<file path="src/rtl/stopwatch_pkg.sv">
// stopwatch_pkg: controller state type and default timing constants
package stopwatch_pkg;
  typedef enum logic [1:0] {IDLE, RUNNING, PAUSED} state_t;
  localparam int TICK_DIV_DEF = 100_000_000;
  localparam int DB_CYCLES_DEF = 1_000_000;
endpackage

</file>
<file path="src/rtl/btn_debounce.sv">
// btn_debounce: synchronizes a raw button, debounces it and emits a one-cycle press pulse
module btn_debounce
  import stopwatch_pkg::*;
#(
  parameter int DB_CYCLES = DB_CYCLES_DEF
) (
  input  logic clk,
  input  logic rst_n,
  input  logic btn_raw,
  output logic level,
  output logic press
);
  localparam int CW = $clog2(DB_CYCLES + 1);
  logic [1:0] sync_q;
  logic [CW-1:0] cnt_q, cnt_d;
  logic level_q, level_d, prev_q, press_q, flip;
  // flip the level once the synced value has disagreed for DB_CYCLES cycles in a row
  always_comb begin
    flip = (sync_q[1] != level_q) && (cnt_q == CW'(DB_CYCLES - 1));
    cnt_d = (sync_q[1] == level_q || flip) ? '0 : cnt_q + 1'b1;
    level_d = level_q ^ flip;
  end
  // synchronizer, debounce state and registered rising-edge detect
  always_ff @(posedge clk) begin
    if (!rst_n) begin
      sync_q <= '0;
      cnt_q <= '0;
      level_q <= 1'b0;
      prev_q <= 1'b0;
      press_q <= 1'b0;
    end else begin
      sync_q <= {sync_q[0], btn_raw};
      cnt_q <= cnt_d;
      level_q <= level_d;
      prev_q <= level_q;
      press_q <= level_q & ~prev_q;
    end
  end
  assign level = level_q;
  assign press = press_q;
endmodule

</file>
<file path="src/rtl/stopwatch_ctrl.sv">
// stopwatch_ctrl: debounced run/pause/clear control with a 1 Hz run strobe for the timer
module stopwatch_ctrl
  import stopwatch_pkg::*;
#(
  parameter int TICK_DIV  = TICK_DIV_DEF,
  parameter int DB_CYCLES = DB_CYCLES_DEF
) (
  input  logic clk,
  input  logic rst_n,
  input  logic btn_start,
  input  logic btn_clr,
  output logic run,
  output logic clr,
  output logic running
);
  localparam int PW = $clog2(TICK_DIV);
  logic start_p, clr_p, wrap;
  state_t state_q, state_d;
  logic [PW-1:0] presc_q, presc_d;
  logic run_q, run_d, clr_q, running_q;
  btn_debounce #(.DB_CYCLES(DB_CYCLES)) u_db_start (
    .clk(clk), .rst_n(rst_n), .btn_raw(btn_start), .level(), .press(start_p)
  );
  btn_debounce #(.DB_CYCLES(DB_CYCLES)) u_db_clr (
    .clk(clk), .rst_n(rst_n), .btn_raw(btn_clr), .level(), .press(clr_p)
  );
  // next state and prescaler; clear overrides start, and a pause landing on the last
  // count of a second holds there so the strobe fires right after resuming
  always_comb begin
    state_d = state_q;
    presc_d = presc_q;
    run_d = 1'b0;
    wrap = presc_q == PW'(TICK_DIV - 1);
    if (clr_p) begin
      state_d = IDLE;
      presc_d = '0;
    end else if (state_q == RUNNING) begin
      state_d = start_p ? PAUSED : RUNNING;
      presc_d = wrap ? (start_p ? presc_q : '0) : presc_q + 1'b1;
      run_d = wrap && !start_p;
    end else if (start_p) begin
      state_d = RUNNING;
      presc_d = (state_q == IDLE) ? '0 : presc_q;
    end
  end
  // FSM, prescaler and registered outputs
  always_ff @(posedge clk) begin
    if (!rst_n) begin
      state_q <= IDLE;
      presc_q <= '0;
      run_q <= 1'b0;
      clr_q <= 1'b0;
      running_q <= 1'b0;
    end else begin
      state_q <= state_d;
      presc_q <= presc_d;
      run_q <= run_d;
      clr_q <= clr_p;
      running_q <= state_d == RUNNING;
    end
  end
  assign run = run_q;
  assign clr = clr_q;
  assign running = running_q;
endmodule

</file>
<file path="config.mk">
export PLATFORM = sky130hd
export DESIGN_NAME = stopwatch_ctrl
export DESIGN_NICKNAME = d
export VERILOG_FILES = /design/src/rtl/stopwatch_pkg.sv /design/src/rtl/btn_debounce.sv /design/src/rtl/stopwatch_ctrl.sv
export SDC_FILE = /design/constraint.sdc
export NUM_CORES = 1
export LEC_CHECK = 0
export BUFFER_PORTS_ARGS = -buffer_cell sky130_fd_sc_hd__buf_2
export CORE_MARGIN = 3
export CORE_UTILIZATION = 56
export CTS_BUF_LIST = sky130_fd_sc_hd__clkbuf_8 sky130_fd_sc_hd__clkbuf_16
export DETAILED_ROUTE_END_ITERATION = 12
export GPL_TIMING_DRIVEN = 0
export HOLD_SLACK_MARGIN = 0.02
export PLACE_DENSITY = 0.7
export SYNTH_ARGS = -nofsm -noshare
export SYNTH_HDL_FRONTEND = slang
export SYNTH_SLANG_ARGS = --single-unit
</file>
<file path="constraint.sdc">
create_clock -name clk -period 4.79 [get_ports clk]
set_input_delay 0.2395 -clock clk [delete_from_list [all_inputs] [get_ports clk]]
set_output_delay 0.2395 -clock clk [all_outputs]
set_load 0.05 [all_outputs]
</file>
==> impl_results.md <==
* First-pass detailed-route iteration total at 5
* Final nets at 459
* ANT cells at 0
* Post-synth ARST share at 0%
* CTS Buf Count at 9
* Max Clock Freq at 372 MHz
* Root buf cell: clkbuf_8
* Setup Buffers After CTS at 0
* Net count after synthesis at 442
* Logic gate share of total power at 1.4%
* Post-Route WL at 7320 um
* Hold Path Class: input pin to flop
* TritonCTS clock tree: built
* DR vias/cell at 5.72
* Synthesized area at 0.00376 mm^2
* Final HPWL DP at 5120 um
* Reg clk slew, reported paths at 80 ps
* Most frequent cells in the layout: dfxtp_1, nor2_1, nand3_1
* NetSw at 0.252 mW
* Internal power at 0.940 mW
* Cell Pwr Density at 292 mW/mm^2
* Skew final at 7.50 ps
* CP Capture Type: flop
* Final Core Density at 63.6%
* Slew Limit Headroom at 41.4%
* Syn. warnings at 0
* Fin. Hold Viols at 0
* Register area share after synthesis at 43.6%
* Core ar. at 0.00642 mm^2
* Initial antenna violation count at 0
* PostCTS Resize Cnt at 0
* Antenna viol nets, final at 0
* Rows at 29
* TNS Setup at 0 ps
* Max-cap violations at 0
* Distinct cells, synth at 49
* Via count at 3,055
* Clock power frac at 41.2%
* Starting DRT DRC Count at 169
* Area post-placement at 0.00389 mm^2
* Tcrit/Tclk final at 56.0%
* Cells along the critical path: ha_1 -> nand4_1 -> nor4_2 -> a21oi_1 -> clkbuf_1 -> a22o_1
* Worst slew pin tran at 879 ps
* Post-Synthesis Cells at 435
* Sequential share of power at 57.4%
* Tightest hold margin at 102 ps
* Gr usage total at 20.7%
* Bufs on Longest Clock Path at 2
* Worst EP arrival at 2920 ps
* Synthesized flop and latch total at 82
* Die Ht at 88.0 um
* Commonest non-fill, non-tap cell in the layout: dfxtp_1
* Gpl congestion at 0.846
* H-tree Lvls at 3
* Slew Limit Fails at 0
* Sw Ratio at 21.1%
* Overall Power at 1.19 mW
* CP Data Required Time at 5030 ps
* Min cycle time layout at 2680 ps
* Vias in the first global route at 2,836
* Port bufs at 6
* Crit path largest cell delay at 570 ps
* Mean Syn Cell Area at 8.65 um^2
* Chip Width at 88.0 um
* Layout Cell Area excl Fill at 0.00409 mm^2
* Die Area at 0.00774 mm^2
* Leakage at 1.42 nW
* RSZ-0062 raised after global routing: no
* Gr ovfl total at 0
* Critical path type: flop to flop
* Max IR drop VDD at 0.208 mV
* Startpoint Class: flop
* DRC Markers at 0
* Status: completed
* Layout cells sized above 1 at 8.75%
* Final setup violation count at 0
* Layout area overhead at 8.57%
* First-pass GRT wire length at 12,800 um
* Primary FF master, synth: dfxtp_1
* # hold bufs at CTS at 0
* Clock latency on the worst-skew pair at 340 ps
* IO Count at 7
* Largest net degree at the start of global routing at 14
* TritonCTS sink count at 82
* Slowest-stage cell, CP: nor4_2
* Worst-path maximum fanout at 10
* WL/cell at 13.7 um
* Number of flops mapped to enable cells by yosys at 0
* Initial Util at 58.6%
==> routing by layer <==
layer  wire (um)  GRT usage [%]
met1        3570           27.2
met2        3310           33.1
met3         322           5.17
met4         121           7.11
met5           0              0
==> registers in the layout (all words and copies together) (netlist names), named ones only <==
| name | flops |
|---|---|
| clr | 1 |
| presc_q | 27 |
| run | 1 |
| running | 1 |
| state_q | 2 |
| u_db_clr.cnt_q | 20 |
| u_db_clr.press | 1 |
| u_db_clr.prev_q | 1 |
| u_db_clr.sync_q | 2 |
| u_db_start.cnt_q | 20 |
| u_db_start.press | 1 |
| u_db_start.prev_q | 1 |
| u_db_start.sync_q | 2 |
==> per-stage QoR <==
stage	worst slack, ps	instances
floorplan	2670	435
global placement	2230	518
detailed placement	2180	518
CTS	2140	534
global route	1860	534
finish	2110	534
==> cell usage after synthesis, types with 2 or more instances <==
master	number	area, um^2
a211o_1	3	26.3
a21o_1	7	52.6
a21oi_1	10	50.1
a22o_1	6	52.6
a2bb2oi_1	2	17.5
a31oi_1	4	25.0
and2_1	9	56.3
and3_1	8	50.1
and4_1	7	61.3
buf_4	4	30.0
clkbuf_1	9	33.8
dfxtp_1	82	1640
ha_1	3	37.5
inv_1	9	33.8
mux2i_1	3	30.0
nand2_1	27	101
nand2b_1	2	12.5
nand3_1	29	145
nand3b_1	2	15.0
nand4_1	18	113
nor2_1	67	251
nor2b_1	9	56.3
nor3_1	15	75.1
nor3b_1	2	15.0
nor4_1	11	68.8
o211a_1	2	20.0
o21ai_0	10	50.1
o31ai_1	2	15.0
or2_2	5	31.3
or3_1	6	37.5
or4_1	2	15.0
xnor2_1	24	210
xor2_1	20	175
==> cells by family after synthesis <==
family                   synth area share (%)
AND/OR/NAND/NOR                          31.8
buffers and inverters                    2.72
XOR/XNOR                                 10.2
adder cells (fa/ha/maj)                 0.997
flip-flops                               43.6
multiplexers                            0.798
AO/OA/AOI/OAI                            9.80
==> area by class of cell <==
class,count,area [um^2]
Fill cell,556,2330
Multi-Input combinational cell,330,2020
Sequential cell,82,1640
Clock buffer,10,138
Tap cell,77,96.3
Buffer,14,68.8
Clock inverter,6,58.8
Inverter,9,33.8
Timing Repair Buffer,6,30.0
==> critical path, delay by kind of cell, from the launching register on <==
family	cells	cell delay (ps)
and+or+nand+nor	2	790
AOI/OAI and AO/OA	2	670
DFF	1	480
buffers and inverters	1	340
adders and majority gates	1	300
==> power by group through the flow <==
stage / clock network [mW] / logic (mW) / registers [mW]
finish: 0.491 / 0.0170 / 0.684
CTS: 0.505 / 0.0173 / 0.684
detailed placement: 0 / 0.0172 / 0.701
global placement: 0 / 0.0171 / 0.700
global route: 0.533 / 0.0192 / 0.685
floorplan: 0 / 0.0113 / 0.700
==> final timing paths <==
check | start | endpoint | slack (ps) | depth (start not counted)
worst max-delay path | presc_q[0] | presc_q[23] | 2110 | 6
worst min-delay path | btn_clr | u_db_clr.sync_q[0] | 100 | 2
worst max register to register | presc_q[0] | presc_q[23] | 2110 | 6
worst min register to register | u_db_start.prev_q | u_db_start.press | 390 | 1
Power figures use the tool's default switching activity.
